<file path="config.mk">
export PLATFORM = sky130hd
export DESIGN_NAME = imm_field_encoder
export DESIGN_NICKNAME = d
export VERILOG_FILES = /design/src/rtl/imm_field_encoder.sv
export SDC_FILE = /design/constraint.sdc
export NUM_CORES = 1
export LEC_CHECK = 0
export BUFFER_PORTS_ARGS = -buffer_cell sky130_fd_sc_hd__buf_2
export CAP_MARGIN = 15
export CORE_MARGIN = 5
export CORE_UTILIZATION = 56
export CTS_BUF_LIST = sky130_fd_sc_hd__clkbuf_16
export DETAILED_ROUTE_END_ITERATION = 10
export PLACE_DENSITY = 0.85
export SLEW_MARGIN = 25
export SYNTH_ARGS = -nofsm -noshare
export SYNTH_HDL_FRONTEND = slang
export SYNTH_SLANG_ARGS = --single-unit
</file>
<file path="constraint.sdc">
create_clock -name CPU_CLK -period 3.8 [get_ports CPU_CLK]
set_input_delay 0.76 -clock CPU_CLK [delete_from_list [all_inputs] [get_ports CPU_CLK]]
set_output_delay 0.76 -clock CPU_CLK [all_outputs]
set_load 0.01 [all_outputs]
</file>
<file path="src/rtl/imm_field_encoder.sv">
// RV32I immediate encoder for the instruction-injection path: scatters an immediate
// into a template word, range-checks it, and optionally expands I-type into LUI + I.
module imm_field_encoder (
  input  logic        CPU_CLK,
  input  logic        CPU_RST,
  input  logic        in_valid,
  output logic        in_ready,
  input  logic [2:0]  in_type,
  input  logic [31:0] in_imm,
  input  logic [31:0] in_base,
  input  logic        in_split,
  output logic        out_valid,
  input  logic        out_ready,
  output logic [31:0] out_word,
  output logic        out_err,
  output logic        out_last
);

  // Type codes mirror the shared Parameters.v defines.
  localparam logic [2:0] ITYPE = 3'd1;
  localparam logic [2:0] STYPE = 3'd2;
  localparam logic [2:0] BTYPE = 3'd3;
  localparam logic [2:0] UTYPE = 3'd4;
  localparam logic [2:0] JTYPE = 3'd5;

  typedef enum logic [1:0] {
    EMPTY = 2'd0,
    ONE   = 2'd1,
    HI    = 2'd2
  } state_t;

  state_t      state;
  logic [31:0] word2;

  logic [31:0] enc_word;
  logic        enc_err;
  logic        split_go;
  logic [19:0] hi;
  logic [31:0] lui_word;
  logic [31:0] lo_word;

  logic accept;
  logic consume;

  assign in_ready  = (state == EMPTY) || (state == ONE && out_ready);
  assign out_valid = (state != EMPTY);
  assign accept    = in_valid && in_ready;
  assign consume   = out_valid && out_ready;

  // Upper part rounds up when lo is negative, so that LUI + sign-extended lo == imm.
  assign hi       = in_imm[31:12] + {19'b0, in_imm[11]};
  assign lui_word = {hi, in_base[11:7], 7'b0110111};
  assign lo_word  = {in_base[31:20] | in_imm[11:0], in_base[11:7], in_base[14:0]};

  always_comb begin
    // NOTE: every always_comb output gets a default first so no path infers a latch.
    enc_word = in_base;
    enc_err  = 1'b0;
    split_go = 1'b0;
    case (in_type)
      ITYPE: begin
        enc_word = in_base | {in_imm[11:0], 20'b0};
        enc_err  = (in_imm[31:11] != {21{in_imm[31]}});
        split_go = in_split && enc_err;
      end
      STYPE: begin
        enc_word = in_base | {in_imm[11:5], 13'b0, in_imm[4:0], 7'b0};
        enc_err  = (in_imm[31:11] != {21{in_imm[31]}});
      end
      BTYPE: begin
        enc_word = in_base | {in_imm[12], in_imm[10:5], 13'b0, in_imm[4:1], in_imm[11], 7'b0};
        enc_err  = (in_imm[31:12] != {20{in_imm[31]}}) || in_imm[0];
      end
      UTYPE: begin
        enc_word = in_base | {in_imm[31:12], 12'b0};
        enc_err  = (in_imm[11:0] != 12'b0);
      end
      JTYPE: begin
        enc_word = in_base | {in_imm[20], in_imm[10:1], in_imm[11], in_imm[19:12], 12'b0};
        enc_err  = (in_imm[31:20] != {12{in_imm[31]}}) || in_imm[0];
      end
      default: begin
        enc_word = in_base;
        enc_err  = 1'b1;
      end
    endcase
  end

  always_ff @(posedge CPU_CLK) begin
    // NOTE: sequential state uses non-blocking assignments so every register samples pre-edge values.
    if (CPU_RST) begin
      state    <= EMPTY;
      out_word <= 32'b0;
      out_err  <= 1'b0;
      out_last <= 1'b0;
      word2    <= 32'b0;
    end else if (accept) begin
      if (split_go) begin
        state    <= HI;
        out_word <= lui_word;
        out_err  <= 1'b0;
        out_last <= 1'b0;
        word2    <= lo_word;
      end else begin
        state    <= ONE;
        out_word <= enc_word;
        out_err  <= enc_err;
        out_last <= 1'b1;
      end
    end else if (consume) begin
      if (state == HI) begin
        state    <= ONE;
        out_word <= word2;
        out_err  <= 1'b0;
        out_last <= 1'b1;
      end else begin
        state <= EMPTY;
      end
    end
  end

endmodule

</file>
# Word-level counts from Yosys, hierarchy flattened
# Cells that the tools add are included.
# Widths: inputs -> output; s select.
# word_totals
out_inout_bits,36
register_bits,68
inputBits,72
word_cells,56
# op_classes
mux,19
n_addsub,1
eq_ne,10
reduce_logical,15
n_bitwise,6
# op_table
operator,n
$or 32x32->32,5
$pmux 32 s5,1
$mux 32,4
$add 20x1->20,1
$ne 20x20->1,1
$ne 19x19->1,1
$or 12x12->12,1
$reduce_bool 12->1,1
$ne 11x11->1,1
$mux 1,10
$eq 3x2->1 const B,2
$eq 3x3->1 const B,2
$mux 2,3
$reduce_bool 2->1,3
$logic_and 1x1->1,4
$pmux 1 s4,1
$reduce_and 2->1,2
$eq 3x1->1 const B,1
$logic_or 1x1->1,3
$eq 2x1->1 const B,1
$eq 2x2->1 const B,1
$logic_not 2->1,1
$reduce_or 2->1,1

# Logic depth before layout (Yosys ltp)
# Gate-level depths: netlist of run 1.
# depth
depth_word,6
ltp_mapped,9
depth_no_buf,8

# Worst setup path after synthesis of run 1
# No wires, ideal clock.
# synth_path
path_type,input-to-reg
start,in in_imm[15]
end,reg out_word[20]
arrival_ns,2.373
slack_ns,1.308
stages,7
path_cell_list,buf_2 > or4_1 > nand2_1 > and4_4 > a211oi_1 > or3_1 > o221a_1
# synth_via
elab_chain_cells,5
word_cells_on_any_way,6
classes_between,1 x add/sub; 1 x eq/ne; 3 x mux; 1 x reduce/logical
# synth_rtl
item,line_no,rtl
"start, declared",9,"input logic [31:0] in_imm,"
"parallel branches: the longest is 3 deep, another holds $add 20x1->20",--,
$mux 32 (*),98,if (split_go) begin
$mux 32 (*),97,end else if (accept) begin
"end signal, assigned",100,out_word <= lui_word;
"end signal, assigned",106,out_word <= enc_word;
"end signal, assigned",113,out_word <= word2;
"end, declared",14,"output logic [31:0] out_word,"
# Every way passes the cells marked *.
# A chain may end at the register's enable or synchronous reset.

# Worst setup path in the final report of run 1
# layout_path
start,in in_imm[31]
end,reg out_word[15]
# layout_via
elab_chain_cells,5
# layout_rtl
item,line_no,rtl
$ne 20x20->1,63,enc_err = (in_imm[31:11] != {21{in_imm[31]}});
$logic_and 1x1->1,64,split_go = in_split && enc_err;
$mux 1,60,case (in_type)
$mux 32,98,
$mux 32,97,
# Every way passes these cells.

==> results.sh, run 1 <==
export IMPL_cp_start_kind="input pin"
export IMPL_p_total_w=0.001806
export IMPL_ctsResizeCount=0
export IMPL_seq_area_um2=1261
export IMPL_synth_ff_type="dfxtp_1"
export IMPL_critical_path_class="input pin to flip-flop"
export IMPL_synth_xor_area_share_pct=3.973
export IMPL_fin_tns_setup_ns=0
export IMPL_start_util_pct=58.35
export IMPL_gp_congestion=0.9543
export IMPL_use_met2_pct=45.83
export IMPL_fin_crit_ns=2.798
export IMPL_grt_pass1_vias=3953
export IMPL_path_max_fanout=13
export IMPL_drive_gt1_share_pct=24.57
export IMPL_vias=4229
export IMPL_cellPowerDensity_nw_per_um2=397.7
export IMPL_ys_seq_area_share_pct=33.66
export IMPL_detail_route_drc_violations=0
export IMPL_yosysWarnings=0
export IMPL_clkLatencyLatePin_ns=0.33
export IMPL_synth_compound_area_share_pct=24.04
export IMPL_diodes=0
export IMPL_worst_setup_path_end_kind="flip-flop"
export IMPL_avgSynthCellArea_um2=7.679
export IMPL_row_count=29
export IMPL_finalCritPeriodShare_pct=73.62
export IMPL_grt_first_pass_wirelength_um=19690
export IMPL_grt_use_met3_pct=5.974
export IMPL_syn_cell_area_um2=3747
export IMPL_top_usage_layer="met2"
export IMPL_finalClockSkew_ns=0.01165
export IMPL_grt_usage_pct=28.78
export IMPL_hold_buffers=0
export IMPL_fp_dieArea_um2=8427
export IMPL_clkTransAtPathRegs_ns=0.06
export IMPL_cts_root_buf="clkbuf_16"
export IMPL_yosys_mux_area_fraction_pct=5.209
export IMPL_cts_tree="built"
export IMPL_area_growth_syn_to_layout_pct=21.17
export IMPL_cp_required_ns=4.02
export IMPL_final_hold_viol_count=0
export IMPL_avgRoutedWirePerCell_um=18.71
export IMPL_hold_path_class="flip-flop to flip-flop"
export IMPL_synth_edf_count=0
export IMPL_synth_fa_ha_area_share_pct=0.6678
export IMPL_worst_pin_slew_ns=1.002
export IMPL_syn_nets=562
export IMPL_ios=108
export IMPL_coreArea_um2=6422
export IMPL_max_freq_mhz=357.5
export IMPL_p_leak_nw=1.932
export IMPL_crit_arrival_ns=3.02
export IMPL_ys_seq_elements=63
export IMPL_setup_viol=0
export IMPL_nets=651
export IMPL_multi_input_area_um2=2298
export IMPL_clockBufferDepth=2
export IMPL_die_height_um=91.80
export IMPL_htreeDepth=3
export IMPL_grt_setup_unrepaired="no"
export IMPL_async_flop_share_pct=0
export IMPL_hpwl_um=8974
export IMPL_routed_wl_um=12330
export IMPL_maxCapViolCount=0
export IMPL_layout_common_cells="107 x buf_2, 63 x dfxtp_1, 53 x nand2_1"
export IMPL_relSlewSlack_pct=32.95
export IMPL_cts_setup_buffers=0
export IMPL_status="complete, no violations"
export IMPL_synth_distinct_cells=57
export IMPL_drtAntennaViolNets=0
export IMPL_nFillCells=531
export IMPL_syn_inst=488
export IMPL_antenna_found_initial=0
export IMPL_overflow=0
export IMPL_post_drt_via_cell_ratio=6.417
export IMPL_yosys_area_share_simple_pct=27.18
export IMPL_numCtsBuffers=9
export IMPL_clkSinkCount=63
export IMPL_final_common_cell="buf_2"
export IMPL_synth_top_family_by_area="simple AND/OR/NAND/NOR gates"
export IMPL_firstDrtPassIters=5
export IMPL_dr_first_iter_drc_count=361
export IMPL_report_final_slew_viol_count=0
export IMPL_grt_max_degree=57
export IMPL_ir_drop_v=0.0003448
export IMPL_portBuffers=107
export IMPL_die_w_um=91.80
export IMPL_met1_usage_pct=38.33
layer usage:
| metal | share of wire (%) | up-vias |
|---|---|---|
| li1 | - | 1978 |
| met1 | 42 | 1980 |
| met2 | 47 | 238 |
| met3 | 8.8 | 33 |
| met4 | 2.7 | 0 |
| met5 | 0 | - |
state kept, by name, summed over array words and instances (netlist names):
signal / cells
out_word: 32
word2: 27
out_last: 1
out_err: 1
state: 2
kinds of logic (layout without fill, tap and decap cells):
| group | Yosys count | in the layout |
|---|---|---|
| AOI/OAI and AO/OA | 135 | 135 |
| adders and majority gates | 2 | 2 |
| muxes | 19 | 19 |
| buffers and inverters | 41 | 135 |
| and+or+nand+nor | 211 | 211 |
| DFF | 63 | 63 |
| xor gates and xnor gates | 17 | 17 |
critical path, cell delays in order:
cell	delay (ns)
buf_2	0.18
or4_1	0.57
o22ai_2	0.19
nand4_2	0.18
o21ai_4	0.43
buf_4	0.29
nand3_1	0.10
a311oi_1	0.32
through the flow:
stage                     utilization (%)  hold slack [ns]  instance area [µm²]  std cells  worst slack [ns]
after floorplan                         -           0.4319                 3747        488             1.308
after global placement              66.55           0.4396                 4274        643            0.8359
after detailed placement            66.55           0.4465                 4274        643            0.6899
after CTS                           70.70           0.4541                 4541        659             1.021
after global routing                70.70           0.4684                 4541        659            0.8653
final                               70.70           0.4526                 4541        659             1.002
layout make-up:
cell class              count  share of cell area (%)
repair buffers            117                   13.45
clock buffers               9                   4.960
flip-flops and latches     63                   27.78
inverters                   2                  0.1653
well taps                  77                   2.122
multi-input cells         384                   50.62
clock inverters             7                  0.9093
power by group:
part	switching [W]	internal, W
sequential	0.0000210	0.000699
clock	0.000302	0.000435
combinational	0.000213	0.000136
total	0.000536	0.00127
synthesized netlist by cell type, drive strengths merged (2+ instances only):
master | instances | area (µm²)
and2 | 5 | 31.28
dfxtp | 63 | 1261
nand2b | 3 | 18.77
nor4 | 5 | 31.28
a311oi | 10 | 87.58
a21oi | 51 | 255.2
mux2i | 15 | 150.1
xnor2 | 11 | 96.34
o21ai | 14 | 81.33
o22ai | 8 | 62.56
ha | 2 | 25.02
xor2 | 6 | 52.55
clkbuf | 25 | 93.84
buf | 14 | 96.34
a21o | 6 | 45.04
nand2 | 53 | 198.9
o221ai | 3 | 26.28
and3 | 14 | 87.58
nand3 | 23 | 115.1
or3 | 4 | 25.02
a22oi | 8 | 60.06
a22o | 2 | 17.52
nor2b | 6 | 37.54
o32ai | 2 | 17.52
a211oi | 11 | 82.58
nor3 | 30 | 150.1
o211ai | 4 | 30.03
and4 | 3 | 28.78
mux2 | 4 | 45.04
o21bai | 3 | 22.52
nor2 | 51 | 191.4
or4 | 3 | 22.52
a221o | 2 | 20.02
nand4 | 8 | 56.30
a31oi | 3 | 18.77
final timing paths:
check / startpoint / to / slack, ns / cells past startpoint
worst max-delay path: in_imm[31] / out_word[15]$_SDFFE_PP0P_ / 1.00 / 8
worst min-delay path: out_word[8]$_SDFFE_PP0P_ / out_word[8]$_SDFFE_PP0P_ / 0.45 / 2
worst max register to register: state[1]$_SDFFE_PP0P_ / out_word[15]$_SDFFE_PP0P_ / 1.42 / 7
worst min register to register: out_word[8]$_SDFFE_PP0P_ / out_word[8]$_SDFFE_PP0P_ / 0.45 / 2
No activity file was read; power rests on OpenSTA's default activity.
==> inputs of run 2 (changes only) <==
Settings changed: ABC_AREA set to 1, CORE_UTILIZATION 56 to 48, PLACE_DENSITY 0.85 to 0.77.
Clock period 3.8 ns to 2.48 ns, I/O delays scaled along.
==> run 2 against run 1 <==
Against the previous run:
- sequential power increased by 53%
- sequential cell count unchanged
- final area increased by 9.1%
- clock power increased by 63%
- sequential share of layout area decreased by 2.3 points
- area after synthesis increased by 6.0%
- setup slack got worse by 0.83 ns
- routed wire length increased by 12%
- die area increased by 21%
- critical endpoint is now out_word[30]$_SDFFE_PP0P_
- largest cell class unchanged
- highest routed layer unchanged
==> results.sh, run 2 <==
export IMPL_ys_seq_area_share_pct=31.74
export IMPL_status="complete, no violations"
export IMPL_syn_inst=632
export IMPL_die_w_um=101.0
export IMPL_synth_xor_area_share_pct=3.526
export IMPL_largest_register_ffs=32
export IMPL_max_freq_mhz=433.8
export IMPL_async_flop_share_pct=0
export IMPL_htreeDepth=3
export IMPL_synth_edf_count=0
export IMPL_ios=108
export IMPL_vias=4692
export IMPL_detail_route_drc_violations=0
export IMPL_maxCapViolCount=0
export IMPL_critPathMaxStageDelay_ns=0.37
export IMPL_layout_common_cells="166 x nand2_1, 107 x buf_2, 77 x a21oi_1"
export IMPL_multi_input_area_um2=2282
export IMPL_ir_drop_v=0.0005271
export IMPL_yosys_area_share_simple_pct=31.64
export IMPL_row_count=33
export IMPL_coreArea_um2=8134
export IMPL_report_final_slew_viol_count=0
export IMPL_synth_distinct_cells=37
export IMPL_finalClockSkew_ns=0.002389
export IMPL_diodes=0
export IMPL_drive_gt1_share_pct=21.70
export IMPL_grt_pass1_vias=4466
export IMPL_final_hold_viol_count=0
export IMPL_top_register="out_word"
export IMPL_synth_ff_type="dfxtp_1"
export IMPL_synth_fa_ha_area_share_pct=0.6297
export IMPL_synth_area_top_cells="dfxtp_1 32%, nand2_1 16%, a21oi_1 9.7%, inv_1 6.4%, nor2_1 5.9%"
export IMPL_path_cells="buf_2, ha_1, ha_1, nand2_1, nor2_1, nand2_1, nor2_1, nand3_1, xor2_1, nand2_1, nand3_1, a21oi_1"
export IMPL_cpMostUsedCell="nand2_1"
export IMPL_finish_utilization_pct=60.91
export IMPL_ctsResizeCount=0
export IMPL_grt_setup_unrepaired="no"
export IMPL_drtAntennaViolNets=0
export IMPL_fp_dieArea_um2=10200
export IMPL_cts_tree="built"
export IMPL_avgSynthCellArea_um2=6.288
export IMPL_avgRoutedWirePerCell_um=16.13
export IMPL_portBuffers=107
export IMPL_cts_setup_buffers=0
export IMPL_yosysTopAreaCell="dfxtp_1"
export IMPL_syn_cell_area_um2=3974
export IMPL_nets=820
export IMPL_hold_path_class="input pin to flip-flop"
export IMPL_cp_start_kind="input pin"
export IMPL_hpwl_um=10670
export IMPL_synth_top_family_by_area="simple AND/OR/NAND/NOR gates"
export IMPL_dr_first_iter_drc_count=300
export IMPL_numCtsBuffers=9
export IMPL_overflow=0
export IMPL_grt_usage_pct=26.93
export IMPL_cp_required_ns=2.67
export IMPL_cts_root_buf="clkbuf_16"
export IMPL_routed_wl_um=13810
export IMPL_relSlewSlack_pct=40.07
export IMPL_setup_viol=0
export IMPL_yosysMostFrequentCell="nand2_1"
export IMPL_syn_nets=706
export IMPL_clockBufferDepth=2
export IMPL_synth_compound_area_share_pct=21.57
export IMPL_seq_area_um2=1261
export IMPL_r2r_slack_ns=0.57
export IMPL_place_area_um2=4672
export IMPL_final_common_cell="nand2_1"
export IMPL_yosys_mux_area_fraction_pct=0
export IMPL_crit_arrival_ns=2.50
export IMPL_finalCritPeriodShare_pct=92.95
export IMPL_post_drt_via_cell_ratio=5.481
export IMPL_yosysWarnings=0
export IMPL_p_leak_nw=2.418
export IMPL_worst_setup_path_end_kind="flip-flop"
export IMPL_ys_seq_elements=63
export IMPL_gp_congestion=0.9638
export IMPL_yosys_top_cells_count="166 x nand2_1, 77 x a21oi_1, 68 x inv_1, 63 x dfxtp_1, 62 x nor2_1"
export IMPL_design_area_um2=4955
export IMPL_fin_crit_ns=2.305
export IMPL_grt_max_degree=42
export IMPL_start_util_pct=48.85
export IMPL_hold_buffers=0
export IMPL_fin_tns_setup_ns=0
export IMPL_nFillCells=798
export IMPL_antenna_found_initial=0
export IMPL_worst_pin_slew_ns=0.8969
export IMPL_die_height_um=101.0
export IMPL_clkSinkCount=63
export IMPL_synth_top_area_share_pct=31.74
export IMPL_path_max_fanout=6
export IMPL_critical_path_class="input pin to flip-flop"
export IMPL_reg_top3="out_word x32, word2 x27, state x2"
export IMPL_cp_slowest_cell="nor2_1"
export IMPL_grt_first_pass_wirelength_um=21660
export IMPL_area_growth_syn_to_layout_pct=24.69
export IMPL_cellPowerDensity_nw_per_um2=587.5
export IMPL_firstDrtPassIters=5
export IMPL_clkLatencyLatePin_ns=0.33
export IMPL_clkTransAtPathRegs_ns=0.05
[run 2: cell types whose count changed in the layout (fill, tap and decap cells not counted), sizes merged, moves of 16 or more]
cell | before | now
inv | 2 | 73
buf | 117 | 133
nor3 | 30 | 12
nand2 | 53 | 168
o21ai | 14 | 44
a21oi | 51 | 78
[run 2: metal layers]
layer  share of wire [%]  GRT usage, %
met5                   0             0
met4                 4.2         11.66
met3                 7.3         4.844
met2                  49         46.28
met1                  40         32.82
[run 2: layout make-up]
| cell class | count | share of cell area (%) |
|---|---|---|
| Sequential cell | 63 | 25.45 |
| Multi-Input combinational cell | 468 | 46.06 |
| Clock buffer | 9 | 4.545 |
| Inverter | 71 | 5.379 |
| Timing Repair Buffer | 133 | 14.75 |
| Tap cell | 105 | 2.652 |
| Clock inverter | 7 | 1.162 |
[run 2: metrics by stage]
stage	std cells	hold WS [ns]	worst slack (ns)	power, W
finish	856	0.4279	0.1749	0.002911
global route	856	0.4301	0.02488	0.003039
CTS	856	0.4282	0.2188	0.002913
detailed placement	840	0.4487	-0.1198	0.001723
global placement	840	0.4441	-0.09148	0.001714
floorplan	632	0.4292	0.5561	0.001471
[run 2: worst paths after layout]
kind              depth (start not counted)                   endpoint                   start
hold / removal                            3      word2[0]$_SDFFE_PP0P_              in_base[0]
setup reg to reg                         11  out_word[23]$_SDFFE_PP0P_   state[0]$_SDFFE_PP0P_
hold reg to reg                           2     word2[30]$_SDFFE_PP0P_  word2[30]$_SDFFE_PP0P_
setup / recovery                         12  out_word[30]$_SDFFE_PP0P_              in_imm[11]
[run 2: power breakdown]
group	internal [W]	switching [W]	leakage, nW
registers	0.00107	0.0000291	0.514
logic	0.000226	0.000383	1.76
clock network	0.000761	0.000439	0.147
total	0.00206	0.000852	2.42
[run 2: critical path, delay by kind of cell]
family / cells / cell delay [ns]
AND/OR/NAND/NOR: 7 / 1.15
adder cells (fa/ha/maj): 2 / 0.39
XOR/XNOR: 1 / 0.23
buffers and inverters: 1 / 0.16
AO/OA/AOI/OAI: 1 / 0.07
[run 2: logic make-up (layout without fill, tap and decap cells)]
logic type / Yosys count / count (layout)
simple gates: 298 / 298
flops: 63 / 63
xor+xnor: 16 / 16
buf+inv: 101 / 220
compound gates: 152 / 152
fa+ha+maj: 2 / 2
==> inputs of run 3 (changes only) <==
Settings changed: BUFFER_PORTS_ARGS -buffer_cell sky130_fd_sc_hd__buf_2 to not set, CORE_UTILIZATION 48 to 58, CTS_CLUSTER_DIAMETER set to 50, DONT_BUFFER_PORTS set to 1, PLACE_DENSITY 0.77 to 0.76.
==> run 3 against run 2 <==
Against the previous run:
- die area fell by 16%
- final area fell by 12%
- hold slack got worse by 0.19 ns
- count of clock-buffer cells in the layout did not move
- first-iteration DRC count rose by 24%
- power rose by 0.50%
- global-route usage rose by 4.0 points
- critical path type unchanged
- largest cell class unchanged
==> results.sh, run 3 (synthesized netlist as in run 2, its figures left out) <==
export IMPL_status="complete, no violations"
export IMPL_post_drt_via_cell_ratio=6.077
export IMPL_p_total_w=0.002926
export IMPL_place_area_um2=4008
export IMPL_hpwl_um=9966
export IMPL_detail_route_drc_violations=0
export IMPL_cellPowerDensity_nw_per_um2=674.8
export IMPL_finalCritPeriodShare_pct=81.45
export IMPL_critical_path_class="input pin to flip-flop"
export IMPL_antenna_found_initial=0
export IMPL_r2r_end="out_word[24]$_SDFFE_PP0P_"
export IMPL_nets=700
export IMPL_cp_slowest_cell="nor2_1"
export IMPL_cp_start_kind="input pin"
export IMPL_cts_tree="built"
export IMPL_overflow=0
export IMPL_area_growth_syn_to_layout_pct=9.100
export IMPL_rr_startpoint="state[0]$_SDFFE_PP0P_"
export IMPL_fin_cells=711
export IMPL_hold_path_class="input pin to flip-flop"
export IMPL_cts_setup_buffers=0
export IMPL_final_hold_viol_count=0
export IMPL_firstDrtPassIters=5
export IMPL_die_height_um=92.78
export IMPL_fin_tns_setup_ns=0
export IMPL_hold_buffers=0
export IMPL_reg2reg_depth=7
export IMPL_r2r_slack_ns=0.47
export IMPL_reg_top3="out_word x32, word2 x27, state x2"
export IMPL_design_area_um2=4335
export IMPL_clkSinkCount=63
export IMPL_setup_viol=0
export IMPL_avgRoutedWirePerCell_um=18.97
export IMPL_ir_drop_v=0.0005987
export IMPL_cts_root_buf="clkbuf_16"
export IMPL_worst_setup_path_end_kind="flip-flop"
export IMPL_path_cells="ha_1, ha_1, nand2_1, nor2_1, nand2_1, nor2_1, nand3_1, xor2_1, nand2_1, nand3_1, a21oi_1"
export IMPL_start_util_pct=59.14
export IMPL_clkLatencyLatePin_ns=0.33
export IMPL_grt_usage_pct=30.88
export IMPL_p_leak_nw=1.906
export IMPL_path_max_fanout=6
export IMPL_grt_max_degree=42
export IMPL_drtAntennaViolNets=0
export IMPL_clkTransAtPathRegs_ns=0.06
export IMPL_layout_common_cells="166 x nand2_1, 77 x a21oi_1, 68 x inv_1"
export IMPL_routed_wl_um=13490
export IMPL_crit_end="out_word[28]$_SDFFE_PP0P_"
export IMPL_grt_pass1_vias=4097
export IMPL_portBuffers=0
export IMPL_critPathMaxStageDelay_ns=0.30
export IMPL_htreeDepth=3
export IMPL_relSlewSlack_pct=39.99
export IMPL_ios=108
export IMPL_finalClockSkew_ns=0.007104
export IMPL_drive_gt1_share_pct=7.448
export IMPL_row_count=30
export IMPL_fin_crit_ns=2.020
export IMPL_cp_required_ns=2.69
export IMPL_grt_first_pass_wirelength_um=20680
export IMPL_largest_register_ffs=32
export IMPL_fp_dieArea_um2=8607
export IMPL_nFillCells=632
export IMPL_gp_congestion=1.003
export IMPL_numCtsBuffers=9
export IMPL_ctsResizeCount=0
export IMPL_coreArea_um2=6719
export IMPL_report_final_slew_viol_count=0
export IMPL_crit_arrival_ns=2.24
export IMPL_dr_first_iter_drc_count=371
export IMPL_top_register="out_word"
export IMPL_startpoint="in_imm[11]"
export IMPL_place_inst=695
export IMPL_maxCapViolCount=0
export IMPL_vias=4321
export IMPL_diodes=0
export IMPL_max_freq_mhz=495.0
export IMPL_grt_setup_unrepaired="no"
export IMPL_cpMostUsedCell="nand2_1"
export IMPL_final_common_cell="nand2_1"
export IMPL_worst_pin_slew_ns=0.8980
export IMPL_die_w_um=92.78
export IMPL_clockBufferDepth=2
export IMPL_fin_hold_ws_ns=0.2332
## run 3: cell count changes in the layout (fill, tap and decap cells not counted)
cell	delta
inv_6	+2
bufinv_16	+1
clkinv_4	+2
buf_4	-13
inv_1	-3
clkinv_1	-1
buf_2	-107
clkinv_2	-1
## run 3: how the worst min path moves through the flow
stage | startpoint | end | slack (ns) | cells past startpoint
2_1_floorplan | word2[30]$_SDFFE_PP0P_ | word2[30]$_SDFFE_PP0P_ | 0.43 | 2
3_3_place_gp | word2[0]$_SDFFE_PP0P_ | word2[0]$_SDFFE_PP0P_ | 0.45 | 2
3_5_place_dp | word2[19]$_SDFFE_PP0P_ | word2[19]$_SDFFE_PP0P_ | 0.45 | 2
4_1_cts | CPU_RST | state[1]$_SDFFE_PP0P_ | 0.23 | 1
5_1_grt | CPU_RST | word2[1]$_SDFFE_PP0P_ | 0.22 | 1
6_report | CPU_RST | state[1]$_SDFFE_PP0P_ | 0.23 | 1
## run 3: metrics by stage
stage	util, %	worst slack, ns
floorplan	-	0.5561
global placement	59.65	0.09631
detailed placement	59.65	0.1537
CTS	64.53	0.4702
global route	64.53	0.3016
finish	64.53	0.4600
## run 3: layout make-up
| cell class | count | area (µm²) | share of cell area (%) |
|---|---|---|---|
| Clock buffer | 9 | 225.2 | 5.195 |
| Timing Repair Buffer | 13 | 97.59 | 2.251 |
| Sequential cell | 63 | 1261 | 29.09 |
| Multi-Input combinational cell | 468 | 2282 | 52.64 |
| Inverter | 71 | 266.5 | 6.147 |
| Clock inverter | 7 | 102.6 | 2.367 |
| Tap cell | 80 | 100.1 | 2.309 |
## run 3: worst max-delay path, delay by kind of cell
kind                       cells  cell delay [ns]
and+or+nand+nor                7             1.05
AOI/OAI and AO/OA              1             0.06
xor gates and xnor gates       1             0.27
adders and majority gates      2             0.36
## run 3: per-layer routing
metal,global-route usage [%],vias to the layer above,part of all wire [%]
met5,0,-,0
met1,36.96,1983,38
met2,51.23,243,47
li1,-,2052,-
met4,14.53,0,4.6
met3,8.286,43,9.6
## run 3: power by group
part / switching, W / total [W] / internal (W)
Combinational: 0.000272 / 0.000415 / 0.000143
Sequential: 0.0000629 / 0.00114 / 0.00107
Clock: 0.000485 / 0.00137 / 0.000890
Total: 0.000820 / 0.00293 / 0.00211
